### src/rtl/v_rx_pkg.sv
// Shared definitions for the chunked-RX interface: chunk type codes, default buffer
// geometry and the capture FSM state encoding.
package v_rx_pkg;

  localparam int unsigned RxChunkTypeNone    = 0;
  localparam int unsigned RxChunkTypeCommand = 1;
  localparam int unsigned RxChunkTypeStatus  = 2;
  localparam int unsigned RxChunkTypeBinary  = 3;
  localparam int unsigned RxChunkTypeAck     = 4;
  localparam int unsigned RxChunkTypeText    = 5;
  localparam int unsigned RxChunkTypeDebug   = 6;

  localparam int unsigned RxBufferByteSize   = 33;
  localparam int unsigned RxBufferIndexSize  = 32;
  localparam int unsigned TextQueueDepth     = 4;
  localparam int unsigned TextQueueIndexSize = 2;

  localparam int unsigned DropCountWidth     = 8;

  typedef enum logic [0:0] {
    StIdle,
    StWaitLow
  } cap_state_e;

endpackage

### src/rtl/v_text_fifo.sv
// Generic synchronous show-ahead FIFO: rdata_o always presents the head entry.
// A push while full is accepted only when a pop retires the head in the same cycle.
module v_text_fifo #(
  parameter int unsigned Width = 8,
  parameter int unsigned Depth = 4,
  parameter int unsigned IdxW  = 2
) (
  input  logic             clk_i,
  input  logic             rst_i,
  input  logic             push_i,
  input  logic [Width-1:0] wdata_i,
  input  logic             pop_i,
  output logic [Width-1:0] rdata_o,
  output logic             full_o,
  output logic             empty_o,
  output logic [IdxW:0]    count_o
);

  logic [Width-1:0] mem_q [Depth];
  logic [IdxW-1:0]  wr_ptr_q, wr_ptr_d;
  logic [IdxW-1:0]  rd_ptr_q, rd_ptr_d;
  logic [IdxW:0]    count_q, count_d;
  logic             do_push, do_pop;

  assign empty_o = (count_q == '0);
  assign full_o  = (count_q == (IdxW + 1)'(Depth));
  assign count_o = count_q;
  assign rdata_o = mem_q[rd_ptr_q];

  assign do_pop  = pop_i && !empty_o;
  assign do_push = push_i && (!full_o || do_pop);

  // Pointers wrap modulo Depth because Depth is a power of two.
  always_comb begin
    wr_ptr_d = wr_ptr_q;
    rd_ptr_d = rd_ptr_q;
    count_d  = count_q;
    if (do_push) begin
      wr_ptr_d = wr_ptr_q + IdxW'(1);
    end
    if (do_pop) begin
      rd_ptr_d = rd_ptr_q + IdxW'(1);
    end
    unique case ({do_push, do_pop})
      2'b10:   count_d = count_q + (IdxW + 1)'(1);
      2'b01:   count_d = count_q - (IdxW + 1)'(1);
      default: count_d = count_q;
    endcase
  end

  always_ff @(posedge clk_i or posedge rst_i) begin
    if (rst_i) begin
      wr_ptr_q <= '0;
      rd_ptr_q <= '0;
      count_q  <= '0;
    end else begin
      wr_ptr_q <= wr_ptr_d;
      rd_ptr_q <= rd_ptr_d;
      count_q  <= count_d;
    end
  end

  always_ff @(posedge clk_i) begin
    if (do_push) begin
      mem_q[wr_ptr_q] <= wdata_i;
    end
  end

endmodule

### src/rtl/v_rx_text_queue.sv
// Captures text chunks from the chunked-RX interface once per ready assertion, validates
// the length prefix, zero-masks the tail and queues accepted texts for a popping consumer.
module v_rx_text_queue
  import v_rx_pkg::*;
#(
  parameter int unsigned INTERFACE_RX_CHUNK_TYPE      = RxChunkTypeText,
  parameter int unsigned RX_CONTENT_BUFFER_BYTE_SIZE  = RxBufferByteSize,
  parameter int unsigned RX_CONTENT_BUFFER_INDEX_SIZE = RxBufferIndexSize,
  parameter int unsigned TEXT_QUEUE_DEPTH             = TextQueueDepth,
  parameter int unsigned TEXT_QUEUE_INDEX_SIZE        = TextQueueIndexSize
) (
  input  logic                                          CLK,
  input  logic                                          RST,
  input  logic [7:0]                                    rx_chunk_type,
  input  logic [RX_CONTENT_BUFFER_BYTE_SIZE*8-1:0]      rx_chunk_bytes,
  input  logic [RX_CONTENT_BUFFER_INDEX_SIZE-1:0]       rx_chunk_byte_size,
  input  logic                                          rx_is_chunk_ready,
  input  logic                                          text_pop,
  input  logic                                          clear_overflow,
  output logic [(RX_CONTENT_BUFFER_BYTE_SIZE-1)*8-1:0]  text_bytes,
  output logic [RX_CONTENT_BUFFER_INDEX_SIZE-1:0]       text_size,
  output logic                                          text_valid,
  output logic [TEXT_QUEUE_INDEX_SIZE:0]                text_count,
  output logic                                          text_rejected,
  output logic                                          text_overflow,
  output logic [DropCountWidth-1:0]                     text_drop_count
);

  localparam int unsigned TextBytes = RX_CONTENT_BUFFER_BYTE_SIZE - 1;
  localparam int unsigned TextW     = TextBytes * 8;
  localparam int unsigned SizeW     = RX_CONTENT_BUFFER_INDEX_SIZE;
  localparam int unsigned EntryW    = TextW + SizeW;

  localparam logic [SizeW-1:0]          MaxLen   = SizeW'(TextBytes);
  localparam logic [DropCountWidth-1:0] DropMax  = '1;

  cap_state_e state_q, state_d;
  logic       type_match;
  logic       capture;

  logic [SizeW-1:0] chunk_len;
  logic             chunk_ok;
  logic [TextW-1:0] masked_text;

  logic              push_req;
  logic              drop;
  logic [EntryW-1:0] fifo_wdata;
  logic [EntryW-1:0] fifo_rdata;
  logic              fifo_full;
  logic              fifo_empty;
  logic [TEXT_QUEUE_INDEX_SIZE:0] fifo_count;

  logic                      rejected_q, rejected_d;
  logic                      overflow_q, overflow_d;
  logic [DropCountWidth-1:0] drop_count_q, drop_count_d;

  assign type_match = (rx_chunk_type == 8'(INTERFACE_RX_CHUNK_TYPE));

  // Capture FSM: state register.
  always_ff @(posedge CLK or posedge RST) begin
    if (RST) begin
      state_q <= StIdle;
    end else begin
      state_q <= state_d;
    end
  end

  // Capture FSM: next state. WAIT_LOW blocks re-capture until ready drops.
  always_comb begin
    state_d = state_q;
    unique case (state_q)
      StIdle: begin
        if (rx_is_chunk_ready && type_match) begin
          state_d = StWaitLow;
        end
      end
      StWaitLow: begin
        if (!rx_is_chunk_ready) begin
          state_d = StIdle;
        end
      end
      default: state_d = StIdle;
    endcase
  end

  // Capture FSM: outputs.
  always_comb begin
    capture = 1'b0;
    unique case (state_q)
      StIdle:    capture = rx_is_chunk_ready && type_match;
      StWaitLow: capture = 1'b0;
      default:   capture = 1'b0;
    endcase
  end

  assign chunk_len = SizeW'(rx_chunk_bytes[7:0]);
  assign chunk_ok  = (rx_chunk_byte_size != '0) &&
                     (chunk_len <= MaxLen) &&
                     (rx_chunk_byte_size >= chunk_len + SizeW'(1));

  always_comb begin
    masked_text = '0;
    for (int unsigned i = 0; i < TextBytes; i++) begin
      if (SizeW'(i) < chunk_len) begin
        masked_text[i*8 +: 8] = rx_chunk_bytes[(i+1)*8 +: 8];
      end
    end
  end

  assign push_req   = capture && chunk_ok;
  assign fifo_wdata = {chunk_len, masked_text};
  // A full queue still accepts a push when the consumer frees the head this cycle.
  assign drop       = push_req && fifo_full && !text_pop;

  v_text_fifo #(
    .Width (EntryW),
    .Depth (TEXT_QUEUE_DEPTH),
    .IdxW  (TEXT_QUEUE_INDEX_SIZE)
  ) u_text_fifo (
    .clk_i   (CLK),
    .rst_i   (RST),
    .push_i  (push_req),
    .wdata_i (fifo_wdata),
    .pop_i   (text_pop),
    .rdata_o (fifo_rdata),
    .full_o  (fifo_full),
    .empty_o (fifo_empty),
    .count_o (fifo_count)
  );

  always_comb begin
    rejected_d   = capture && !chunk_ok;
    overflow_d   = overflow_q;
    drop_count_d = drop_count_q;
    if (drop) begin
      overflow_d = 1'b1;
      if (drop_count_q != DropMax) begin
        drop_count_d = drop_count_q + DropCountWidth'(1);
      end
    end else if (clear_overflow) begin
      overflow_d = 1'b0;
    end
  end

  always_ff @(posedge CLK or posedge RST) begin
    if (RST) begin
      rejected_q   <= 1'b0;
      overflow_q   <= 1'b0;
      drop_count_q <= '0;
    end else begin
      rejected_q   <= rejected_d;
      overflow_q   <= overflow_d;
      drop_count_q <= drop_count_d;
    end
  end

  // Head is gated by empty so stale storage never shows, including right after reset.
  assign text_valid      = !fifo_empty;
  assign text_bytes      = fifo_empty ? '0 : fifo_rdata[TextW-1:0];
  assign text_size       = fifo_empty ? '0 : fifo_rdata[EntryW-1:TextW];
  assign text_count      = fifo_count;
  assign text_rejected   = rejected_q;
  assign text_overflow   = overflow_q;
  assign text_drop_count = drop_count_q;

endmodule

### config.mk
export PLATFORM = sky130hd
export DESIGN_NAME = v_rx_text_queue
export DESIGN_NICKNAME = d
export VERILOG_FILES = /design/src/rtl/v_rx_pkg.sv /design/src/rtl/v_text_fifo.sv /design/src/rtl/v_rx_text_queue.sv
export SDC_FILE = /design/constraint.sdc
export NUM_CORES = 1
export LEC_CHECK = 0
export CORE_MARGIN = 5
export CORE_UTILIZATION = 32
export CTS_CLUSTER_SIZE = 16
export DETAILED_ROUTE_END_ITERATION = 7
export SLEW_MARGIN = 0
export SYNTH_ARGS = -nofsm -noshare
export SYNTH_HDL_FRONTEND = slang
export SYNTH_SLANG_ARGS = --single-unit
### constraint.sdc
create_clock -name CLK -period 23.3 [get_ports CLK]
set_clock_uncertainty 0.2 [all_clocks]
set_input_delay 2.33 -clock CLK [delete_from_list [all_inputs] [get_ports CLK]]
set_output_delay 2.33 -clock CLK [all_outputs]
set_load 0.03 [all_outputs]
# == After elaboration in Yosys (flattened, before gate mapping) ==
# Memories as Yosys holds them, arrays and structs flattened.
# Index checks and enable logic that the tools add are counted.
# totals
out_inout_bits,302
in_bits,309
ff_bits,18
memories,1
ram_bits,1056
# memory_table
memory,words,word_bits,rd,rd_clocked_by_memory_dff,wr,line,source
u_text_fifo.mem_q,4,264,1,0,1,v_text_fifo.sv:19,logic [Width-1:0] mem_q [Depth];
# classes
bitwise_logic,1
addsub,6
mux,43
reduce_logical,19
n_eq_ne,5
n_lt_le_gt_ge,34
# op_table
cell,count
2-to-1 mux 256 bit,1
2-to-1 mux 8 bit,32
"less-than comparator 5 x 8 -> 1 bit, first input constant",16
"less-than comparator 4 x 8 -> 1 bit, first input constant",8
>= comparator 32 x 9 -> 1 bit,1
"less-than comparator 3 x 8 -> 1 bit, first input constant",4
2-to-1 mux 32 bit,1
nonzero test 32 bit,1
"less-than comparator 1 x 8 -> 1 bit, first input constant",2
"less-than comparator 2 x 8 -> 1 bit, first input constant",2
"adder 8 x 1 -> 9 bit, second input constant",1
logical AND 1 bit,9
"adder 8 x 1 -> 8 bit, second input constant",1
"== test 8 x 3 -> 1 bit, second input constant",1
"less-or-equal comparator 8 x 6 -> 1 bit, second input constant",1
"!= test 8 bit, second input constant",1
2-to-1 mux 1 bit,6
case mux 3 bit (2 select lines),1
"adder 2 x 1 -> 2 bit, second input constant",2
zero test 1 bit,4
case mux 1 bit (2 select lines),2
nonzero test 2 bit,2
"adder 3 x 1 -> 3 bit, second input constant",1
"== test 3 bit, second input constant",1
7 further kinds,7

# == Logic depth before layout (Yosys ltp) ==
# Gate-level depths: netlist (run 1).
# depth
word_depth,7
depth_mapped,18
ltp_nobuf,17

# == By module ==
# A second synthesis (run 1) with hierarchy kept.
# hier_totals
cells_unflattened,2297
area_unflattened_um2,46782.4
# by_module_without_submodules
module,area_per_inst_um2,cells_per_inst,n_inst
v_text_fifo,41930.2,1543,1
v_rx_text_queue,4852.2,754,1

# == Worst setup path before layout (run 1) ==
# OpenSTA, ideal clock, no wires.
# synth_path
kind,input port to flip-flop
startpoint,input rx_chunk_bytes[2]
endpoint,memory u_text_fifo.mem_q[0][0] (netlist bit) (enable)
setup_time_ns,0.895
arrival_time_ns,15.432
path_buffers,1
t_required_ns,22.205
path_slack_ns,6.773
path_stages,13
cell_sequence,clkbuf_1 nand2_1 nor2_1 and3_1 nand3_1 xor2_1 ha_1 nand4_1 a2111oi_2 nor2_1 o21ai_2 nand3_2 nor2_1
# synth_via
elab_chain_cells,7
# synth_rtl
item,line,source
from (decl),v_rx_text_queue.sv:15,"input logic [RX_CONTENT_BUFFER_BYTE_SIZE*8-1:0] rx_chunk_bytes,"
adder 8 x 1 -> 9 bit / less-or-equal comparator 8 x 6 -> 1 bit (equally long branches),"v_rx_text_queue.sv:99, v_rx_text_queue.sv:98",
>= comparator 32 x 9 -> 1 bit / logical AND 1 bit (equally long branches),"v_rx_text_queue.sv:99, v_rx_text_queue.sv:97",
logical AND 1 bit *,v_rx_text_queue.sv:98,(chunk_len <= MaxLen) &&
logical AND 1 bit *,v_rx_text_queue.sv:110,assign push_req = capture && chunk_ok;
logical AND 1 bit *,v_text_fifo.sv:31,assign do_push = push_i && (!full_o || do_pop);
2-to-1 mux 1 bit *,v_text_fifo.sv:64,if (do_push) begin
2-to-1 mux 1 bit (not written as such) *,v_text_fifo.sv:65,mem_q[wr_ptr_q] <= wdata_i;
to (decl),v_text_fifo.sv:19,
# Mark *: on every way between the ends. The rest lies on a longest branch, timed or not.

# == Final worst setup path (run 1) ==
# layout_path
startpoint,input rx_chunk_bytes[3]
endpoint,memory u_text_fifo.mem_q[3][50] (netlist bit) (enable)
# The elaborated chain is that of the path after synthesis.

==> impl_metrics.env, run 1 <==
export IMPL_status="completed"
export IMPL_cp_arrival_ns=8.11
export IMPL_place_gp_congestion=0.726
export IMPL_syn_area_um2=43200
export IMPL_rsz0062_at_grt="false"
export IMPL_worstMarginPinSlew_ns=1.11
export IMPL_syn_inst=2169
export IMPL_postSynthAreaPerCell_um2=19.9
export IMPL_cts_setup_buffers=0
export IMPL_path_cells="clkdlybuf4s50_1, buf_4, nand2_1, nor2_1, and3_1, nand3_1, xor2_1, ha_1, nand4_1, a2111oi_2, nor2_1, o21ai_2, nand3_2, nor2_4, buf_4, buf_4, buf_4"
export IMPL_rows=134
export IMPL_clkPwrFrac_pct=26.6
export IMPL_area_delta_synth_final_pct=26.5
export IMPL_n_fill_cell=12000
export IMPL_period_share_pct=34.4
export IMPL_cpMaxStageDelayCell="buf_4"
export IMPL_drt_pass1_iterations=5
export IMPL_ant_nets=0
export IMPL_clockBufferDepth=3
export IMPL_crit_buf_inv=5
export IMPL_cts_tree="yes"
export IMPL_critPathRequiredTime_ns=23.40
export IMPL_finalCriticalPeriod_ns=8.01
export IMPL_dominantRegCellSynth="edfxtp_1"
export IMPL_routed_wl_um=113000
export IMPL_swShare_pct=33.7
export IMPL_ctsRootBufferMaster="clkbuf_16"
export IMPL_combPwrFrac_pct=39.0
export IMPL_num_vias=22400
export IMPL_postCtsHoldBufs=0
export IMPL_worstSkewPairLatency_ns=0.69
export IMPL_finalHoldViolCount=0
export IMPL_ys_seq_area_share_pct=74.5
export IMPL_path_class="input port to flop"
export IMPL_layout_drive_gt1_share_pct=16.7
export IMPL_cts_sink_count=1074
export IMPL_p_leak_nw=17.4
export IMPL_die_area_um2=142000
export IMPL_end_kind="flop"
export IMPL_grt_pass1_vias=23500
export IMPL_grt_pass1_wl_um=163000
export IMPL_p_int_w=0.00418
export IMPL_max_stage_delay_ns=0.81
export IMPL_hold_class="flop to flop"
export IMPL_grt_use_total_pct=15.5
export IMPL_finalSetupTns_ns=0
export IMPL_p_total_w=0.00631
export IMPL_cap_violations=0
export IMPL_cts_resized=0
export IMPL_setup_violations=0
export IMPL_grt_max_degree=146
export IMPL_die_y_um=377
export IMPL_synth_edf_count=1056
export IMPL_ys_ff_latch=1074
export IMPL_place_hpwl_um=73800
export IMPL_synth_distinct_cells=47
export IMPL_max_slew_margin_pct=25.7
export IMPL_ios=611
export IMPL_cp_start_kind="input port"
export IMPL_cpMostUsedCell="buf_4"
export IMPL_drv_slew=0
export IMPL_ir_worst_vdd_uv=91.3
export IMPL_routed_via_density=4.80
export IMPL_port_buffers=586
export IMPL_cts_made_buffers=111
export IMPL_antenna_found_initial=14
export IMPL_path_clk_slew_ns=0.05
export IMPL_whs_ns=0.274
export IMPL_wl_per_cell_um=24.2
export IMPL_overflow=0
export IMPL_initial_utilization_pct=32.3
export IMPL_cts_htree_levels=3
export IMPL_power_switching_w=0.00212
export IMPL_path_delay_family="buffers and inverters"
export IMPL_drt_iter0_markers=1642
export IMPL_seqPwrFrac_pct=34.4
export IMPL_core_um2=134000
export IMPL_drcViolationCount=0
export IMPL_yosys_warnings=0
export IMPL_ys_async_sr_fraction_pct=1.68
export IMPL_die_w_um=377
export IMPL_clock_fmax_mhz=125
export IMPL_crit_fanout=60
export IMPL_cellPowerDensity_nw_per_um2=115
export IMPL_num_nets_final=3136
## power by group through the flow
stage / Combinational [W] / Sequential (W) / Clock [W]
finish: 0.00246 / 0.00217 / 0.00168
global route: 0.00259 / 0.00217 / 0.00181
CTS: 0.00252 / 0.00217 / 0.00172
detailed placement: 0.00250 / 0.00221 / 0
global placement: 0.00251 / 0.00221 / 0
floorplan: 0.00153 / 0.00218 / 0
## metal layers
metal | vias up | GRT usage (%) | part of all wire [%]
met5 | - | 0 | 0.047
li1 | 9779 | - | -
met2 | 705 | 25.6 | 49
met4 | 8 | 4.44 | 2.6
met3 | 164 | 3.22 | 5.8
met1 | 11700 | 20.7 | 42
## cells in the mapped netlist, types with 2 or more instances
| library cell | count | area (um^2) |
|---|---|---|
| nor3_1 | 6 | 30.0 |
| edfxtp_1 | 1056 | 31700 |
| ha_1 | 18 | 225 |
| clkbuf_1 | 62 | 233 |
| nor4_1 | 7 | 43.8 |
| nand3_1 | 13 | 65.1 |
| nor2b_1 | 97 | 607 |
| buf_2 | 27 | 135 |
| o21ai_0 | 15 | 75.1 |
| mux2_2 | 2 | 22.5 |
| buf_1 | 11 | 41.3 |
| nand4_1 | 4 | 25.0 |
| buf_4 | 24 | 180 |
| a21oi_1 | 8 | 40.0 |
| or3_1 | 3 | 18.8 |
| nand2b_1 | 3 | 18.8 |
| xor2_1 | 12 | 105 |
| nand2_1 | 21 | 78.8 |
| nor3_2 | 2 | 20.0 |
| dfrtp_1 | 18 | 450 |
| nor2_1 | 19 | 71.3 |
| xnor2_1 | 7 | 61.3 |
| a211oi_1 | 2 | 15.0 |
| inv_1 | 20 | 75.1 |
| nor2_2 | 3 | 18.8 |
| mux4_2 | 264 | 5950 |
| and2_1 | 425 | 2660 |
## cells by family after synthesis
kind of cell | Yosys count | share of synthesized area (%)
flops | 1074 | 74.5
fa+ha+maj | 19 | 0.568
compound gates | 32 | 0.458
other cells | 1 | 0.00868
simple gates | 613 | 8.71
buf+inv | 144 | 1.54
mux | 267 | 13.8
xor+xnor | 19 | 0.385
## placed cells by master (no fill, tap or decap), types with 9 or more instances in the layout
| master | netlist | layout |
|---|---|---|
| clkdlybuf4s50_1 | 0 | 585 |
| buf_4 | 24 | 38 |
| mux4_2 | 264 | 264 |
| nand2_1 | 21 | 21 |
| o21ai_0 | 15 | 9 |
| nor2_1 | 19 | 14 |
| nand3_1 | 13 | 13 |
| clkbuf_16 | 0 | 112 |
| edfxtp_1 | 1056 | 1056 |
| and2_1 | 425 | 425 |
| conb_1 | 1 | 24 |
| clkinv_2 | 0 | 19 |
| xor2_1 | 12 | 12 |
| clkbuf_1 | 62 | 18 |
| clkinv_1 | 0 | 29 |
| dfrtp_1 | 18 | 16 |
| nor2b_1 | 97 | 97 |
| inv_6 | 0 | 9 |
| inv_1 | 20 | 20 |
| ha_1 | 18 | 18 |
## worst reg2reg max path: cells and delay by family (launching register included)
family	cells	cell delay [ns]
simple gates	4	1.20
flops	1	0.37
buf+inv	3	2.34
## metrics by stage
stage	utilization [%]	cells	area [um^2]	setup slack, ns
finish	40.8	4670	54600	15.29
global route	40.8	4665	54600	14.70
CTS	40.8	4663	54600	14.93
detailed placement	38.2	4463	51200	14.49
global placement	38.2	4463	51200	14.59
floorplan	-	2192	43300	6.77
## cell type report
type	count	area, um^2	area share [%]
timing repair buffer	627	6210	11.4
multi-input combinational	974	10500	19.2
inverter	20	75.1	0.137
sequential	1074	32200	58.9
clock buffer	130	2870	5.26
tap	1768	2210	4.05
clock inverter	70	573	1.05
antenna	7	17.5	0.0321
## path summary, 6_finish.rpt
kind	startpoint	slack (ns)	cells after the start	end
min in group asynchronous	RST	2.06	2	text_overflow
max	rx_chunk_bytes[3]	15.29	17	u_text_fifo.mem_q[3][50]
max reg2reg	state_q	18.70	7	u_text_fifo.mem_q[3][50]
min	state_q	0.27	2	state_q
max in group asynchronous	RST	20.21	2	u_text_fifo.rd_ptr_q[0]
min reg2reg	state_q	0.27	2	state_q
## sequential cells by signal, indices dropped and copies added, names as in the netlist
| signal | count |
|---|---|
| u_text_fifo.count_o | 3 |
| state_q | 1 |
| u_text_fifo.rd_ptr_q | 2 |
| text_overflow | 1 |
| text_rejected | 1 |
| u_text_fifo.wr_ptr_q | 2 |
| text_drop_count | 8 |
| u_text_fifo.mem_q | 1056 |
(Power assumes the default switching activity.)
==> run 2, diff against run 1 <==
==> constraint.sdc (replaced) <==
create_clock -name CLK -period 7.95 [get_ports CLK]
set_clock_uncertainty 0.2 [all_clocks]
set_input_delay 0.795 -clock CLK [delete_from_list [all_inputs] [get_ports CLK]]
set_output_delay 0.795 -clock CLK [all_outputs]
set_load 0.03 [all_outputs]
==> run 2 against run 1 <==
  * Design area up 1.0%
  * First-iteration DRC count shrank 0.24%
  * Global-route usage up 0.40 points
  * Non-clock buffer count rose by 4
  * Largest cell class unchanged
  * Critical path type unchanged
  * Via count shrank 0.14%
  * Count of clock-buffer cells in the layout fell by 6
  * Routed wire length increased by 2.3%
  * Core utilization rose by 0.43 points
==> impl_metrics.env, run 2 (synthesis results as in run 1) <==
export IMPL_status="completed"
export IMPL_n_fill_cell=11900
export IMPL_place_gp_congestion=0.747
export IMPL_clockBufferDepth=3
export IMPL_cp_arrival_ns=5.39
export IMPL_largest_reg_flops=1056
export IMPL_antenna_found_initial=20
export IMPL_wl_per_cell_um=24.7
export IMPL_initial_utilization_pct=32.3
export IMPL_die_area_um2=142000
export IMPL_end_kind="flop"
export IMPL_mostFrequentLayoutCells="edfxtp_1, clkdlybuf4s50_1, and2_1"
export IMPL_layout_commonest_cell="edfxtp_1"
export IMPL_grt_use_total_pct=15.9
export IMPL_cap_violations=0
export IMPL_path_clk_slew_ns=0.06
export IMPL_cellPowerDensity_nw_per_um2=344
export IMPL_ctsRootBufferMaster="clkbuf_16"
export IMPL_drv_slew=0
export IMPL_num_vias=22400
export IMPL_combPwrFrac_pct=38.1
export IMPL_period_share_pct=65.9
export IMPL_die_w_um=377
export IMPL_path_class="input port to flop"
export IMPL_core_um2=134000
export IMPL_routed_via_density=4.77
export IMPL_routed_wl_um=116000
export IMPL_hold_class="flop to flop"
export IMPL_grt_pass1_wl_um=165000
export IMPL_crit_fanout=40
export IMPL_die_y_um=377
export IMPL_overflow=0
export IMPL_worstSkewPairLatency_ns=0.73
export IMPL_grt_pass1_vias=23700
export IMPL_final_area_um2=55200
export IMPL_drt_pass1_iterations=5
export IMPL_place_hpwl_um=75000
export IMPL_drcViolationCount=0
export IMPL_postCtsHoldBufs=0
export IMPL_cts_sink_count=1074
export IMPL_power_switching_w=0.00633
export IMPL_cts_setup_buffers=0
export IMPL_num_nets_final=3142
export IMPL_rows=134
export IMPL_placed_area_um2=51300
export IMPL_max_slew_margin_pct=22.9
export IMPL_cts_htree_levels=3
export IMPL_cts_made_buffers=113
export IMPL_drt_iter0_markers=1638
export IMPL_rsz0062_at_grt="false"
export IMPL_port_buffers=586
export IMPL_critPathRequiredTime_ns=8.09
export IMPL_setup_violations=0
export IMPL_layout_drive_gt1_share_pct=18.0
export IMPL_pre_cts_ws_ns=1.89
export IMPL_finalHoldViolCount=0
export IMPL_grt_max_degree=136
export IMPL_finalSetupTns_ns=0
export IMPL_p_leak_nw=17.7
export IMPL_ir_worst_vdd_uv=314
export IMPL_swShare_pct=33.4
export IMPL_cts_resized=0
export IMPL_worstMarginPinSlew_ns=1.15
export IMPL_clock_fmax_mhz=191
export IMPL_ant_nets=0
export IMPL_setup_ws_ns=2.71
export IMPL_cp_start_kind="input port"
export IMPL_seqPwrFrac_pct=33.5
export IMPL_area_delta_synth_final_pct=27.8
export IMPL_cts_tree="yes"
export IMPL_finalCriticalPeriod_ns=5.24
export IMPL_ios=611
export IMPL_regMostFlops="u_text_fifo.mem_q"
export IMPL_p_int_w=0.0126
export IMPL_clkPwrFrac_pct=28.4
run 2: cell types whose count changed in the layout (fill, tap and decap cells not counted), sizes merged:
| cell | previous run | this run |
|---|---|---|
| buf | 42 | 46 |
| bufinv | 7 | 16 |
| clkbuf | 130 | 124 |
| clkinv | 50 | 48 |
| clkinvlp | 2 | 13 |
| diode | 7 | 6 |
| inv | 31 | 32 |
run 2: per-layer routing:
metal / up-vias / global-route usage, % / part of all wire (%)
li1: 9814 / - / -
met1: 11800 / 20.3 / 41
met2: 658 / 27.1 / 51
met3: 130 / 4.31 / 6.7
met4: 6 / 3.61 / 1.9
met5: - / 0 / 0.035
run 2: final cells by class:
cell class | instances | area (um^2) | share of cell area, %
multi-input combinational | 974 | 10500 | 19.0
timing repair buffer | 631 | 6370 | 11.5
clock buffer | 124 | 2890 | 5.24
inverter | 20 | 75.1 | 0.136
sequential | 1074 | 32200 | 58.3
antenna | 6 | 15.0 | 0.0272
tap | 1768 | 2210 | 4.01
clock inverter | 89 | 962 | 1.74
run 2: metrics by stage:
| stage | total power, W | hold WS, ns | std cells | utilization (%) |
|---|---|---|---|---|
| after floorplan | 0.0109 | 0.241 | 2192 | - |
| after global placement | 0.0139 | 0.259 | 4467 | 38.4 |
| after detailed placement | 0.0138 | 0.267 | 4467 | 38.4 |
| after CTS | 0.0193 | 0.286 | 4680 | 41.2 |
| after global routing | 0.0198 | 0.331 | 4681 | 41.2 |
| final | 0.0190 | 0.289 | 4686 | 41.2 |
run 2: final timing paths:
kind | slack [ns] | depth (start not counted) | startpoint | end
max reg2reg | 4.56 | 6 | state_q | u_text_fifo.mem_q[2][194]
min reg2reg | 0.29 | 2 | state_q | state_q
min in group asynchronous | 0.40 | 2 | RST | text_overflow
min | 0.29 | 2 | state_q | state_q
max | 2.71 | 15 | rx_chunk_bytes[4] | u_text_fifo.mem_q[2][194]
max in group asynchronous | 6.43 | 2 | RST | u_text_fifo.rd_ptr_q[0]
run 2: power by group through the flow:
stage | combinational [W] | clock, W | sequential, W
6_report | 0.00723 | 0.00539 | 0.00636
5_1_grt | 0.00761 | 0.00580 | 0.00637
4_1_cts | 0.00739 | 0.00556 | 0.00636
3_5_place_dp | 0.00736 | 0 | 0.00648
3_3_place_gp | 0.00737 | 0 | 0.00649
2_1_floorplan | 0.00448 | 0 | 0.00639
run 2: critical path: stages:
cell and delay (ns):
clkdlybuf4s50_1 0.45, buf_4 0.24, inv_1 0.17, nor2_1 0.19, and3_1 0.21, nand3_1 0.09
xor2_1 0.18, ha_1 0.34, nand4_1 0.12, a2111oi_2 0.45, nor2_1 0.10, o21ai_2 0.20
nand3_2 0.30, nor2_4 0.81, buf_4 0.65
==> run 3, diff against run 2 <==
==> constraint.sdc (replaced) <==
create_clock -name CLK -period 4.8 [get_ports CLK]
set_clock_uncertainty 0.2 [all_clocks]
set_input_delay 0.48 -clock CLK [delete_from_list [all_inputs] [get_ports CLK]]
set_output_delay 0.48 -clock CLK [all_outputs]
set_load 0.03 [all_outputs]
==> run 3 against run 2 <==
  * Sequential share of layout area is 0.80 points lower
  * Die area stayed put
  * Critical path type is now flop to output port
  * Non-clock buffer count is 43 higher
  * Sequential cell count stayed put
  * Cell count is 0.90% higher
  * Clock power is 70% higher
==> impl_metrics.env, run 3 (synthesis results as in run 1) <==
export IMPL_status="completed"
export IMPL_critPathRequiredTime_ns=4.12
export IMPL_routed_via_density=4.74
export IMPL_worstSkewPairLatency_ns=0.69
export IMPL_drcViolationCount=0
export IMPL_grt_max_degree=102
export IMPL_postCtsHoldBufs=0
export IMPL_pre_cts_ws_ns=0.240
export IMPL_initial_utilization_pct=32.3
export IMPL_cpMaxStageDelayCell="dfrtp_4"
export IMPL_ios=611
export IMPL_r2r_cells=6
export IMPL_crit_fanout=28
export IMPL_layout_drive_gt1_share_pct=19.2
export IMPL_clockBufferDepth=3
export IMPL_place_hpwl_um=79100
export IMPL_max_slew_margin_pct=27.8
export IMPL_die_y_um=377
export IMPL_area_delta_synth_final_pct=29.6
export IMPL_drv_slew=0
export IMPL_max_stage_delay_ns=0.65
export IMPL_grt_pass1_wl_um=165000
export IMPL_finalHoldViolCount=0
export IMPL_worstMarginPinSlew_ns=1.08
export IMPL_cellPowerDensity_nw_per_um2=568
export IMPL_p_total_w=0.0318
export IMPL_stdcell_count=4728
export IMPL_cts_htree_levels=3
export IMPL_regMostFlops="u_text_fifo.mem_q"
export IMPL_path_class="flop to output port"
export IMPL_endpoint="text_bytes[96]"
export IMPL_crit_start="u_text_fifo.rd_ptr_q[0]"
export IMPL_cp_arrival_ns=3.41
export IMPL_end_kind="output port"
export IMPL_rows=134
export IMPL_hold_class="input port to async pin"
export IMPL_ctsRootBufferMaster="clkbuf_16"
export IMPL_r2r_end="u_text_fifo.mem_q[1][196]"
export IMPL_die_w_um=377
export IMPL_path_cells="buf_12, buf_4, mux4_2, and2_1, clkdlybuf4s50_1"
export IMPL_p_leak_nw=18.1
export IMPL_finalCriticalPeriod_ns=4.09
export IMPL_drt_iter0_markers=1584
export IMPL_reg2reg_slack_ns=2.07
export IMPL_rsz0062_at_grt="false"
export IMPL_core_um2=134000
export IMPL_ant_nets=0
export IMPL_cts_made_buffers=115
export IMPL_cts_resized=0
export IMPL_cts_tree="yes"
export IMPL_routed_wl_um=114000
export IMPL_die_area_um2=142000
export IMPL_place_gp_congestion=0.782
export IMPL_clock_fmax_mhz=244
export IMPL_timing_rr_start="state_q"
export IMPL_cts_setup_buffers=0
export IMPL_port_buffers=586
export IMPL_wl_per_cell_um=24.2
export IMPL_drt_pass1_iterations=5
export IMPL_overflow=0
export IMPL_path_delay_family="buffers and inverters"
export IMPL_largest_reg_flops=1056
export IMPL_cap_violations=0
export IMPL_antenna_found_initial=11
export IMPL_setup_ws_ns=0.708
export IMPL_grt_pass1_vias=24100
export IMPL_crit_cells=5
export IMPL_num_nets_final=3187
export IMPL_cts_sink_count=1074
export IMPL_grt_use_total_pct=15.7
export IMPL_n_fill_cell=11900
export IMPL_layout_commonest_cell="edfxtp_1"
export IMPL_period_share_pct=85.2
export IMPL_dp_cells=4510
export IMPL_num_vias=22400
export IMPL_mostFrequentLayoutCells="edfxtp_1, clkdlybuf4s50_1, and2_1"
export IMPL_cp_start_kind="flop"
export IMPL_path_clk_slew_ns=0.07
export IMPL_setup_violations=0
export IMPL_crit_buf_inv=3
export IMPL_ir_worst_vdd_uv=406
export IMPL_whs_ns=0.0603
run 3: changes by cell type in the layout (fill, tap and decap cells not counted), moves of 3 or more:
cell,previous run,this run
clkinvlp_4,13,4
inv_8,2,5
buf_4,31,53
clkinv_1,12,17
clkbuf_1,10,13
diode_2,6,2
clkinv_2,31,25
o21ai_0,8,11
buf_12,14,35
clkinv_16,0,6
o21ai_1,7,3
run 3: stage by stage:
step | TNS (ns) | util [%] | area [um^2]
after floorplan | -2204.34 | - | 43400
after global placement | 0 | 38.8 | 51900
after detailed placement | 0 | 38.8 | 51900
after CTS | 0 | 41.8 | 55900
after global routing | 0 | 41.8 | 55900
final | 0 | 41.8 | 55900
run 3: worst min-delay path by stage:
stage | startpoint | to | slack (ns)
global placement | state_q | state_q | 0.26
global route | RST | state_q | 0.1
detailed placement | text_drop_count[5] | text_drop_count[5] | 0.28
finish | RST | state_q | 0.06
CTS | RST | state_q | 0.02
floorplan | RST | state_q | 0.22
run 3: report_power, final:
part           switching, W  internal (W)  leakage [nW]
registers          0.000136        0.0103          9.74
clock network       0.00378       0.00536          1.95
logic               0.00670       0.00547          6.37
run 3: area by class of cell:
type,instances,area [um^2],share of cell area (%)
clock buffer,130,2950,5.28
timing repair buffer,674,6950,12.4
sequential,1074,32200,57.5
multi-input combinational,974,10500,18.8
tap,1768,2210,3.95
inverter,20,75.1,0.134
antenna,2,5.00,0.00895
clock inverter,86,1050,1.88
run 3: metal layers:
layer	part of all wire (%)	wire, um	track usage (%)	up-vias
met5	0.020	23	0	-
met4	2.4	2710	4.46	4
met1	40	45900	20.1	11700
met2	50	57400	26.6	752
met3	7.2	8200	3.86	136
li1	-	-	-	9879
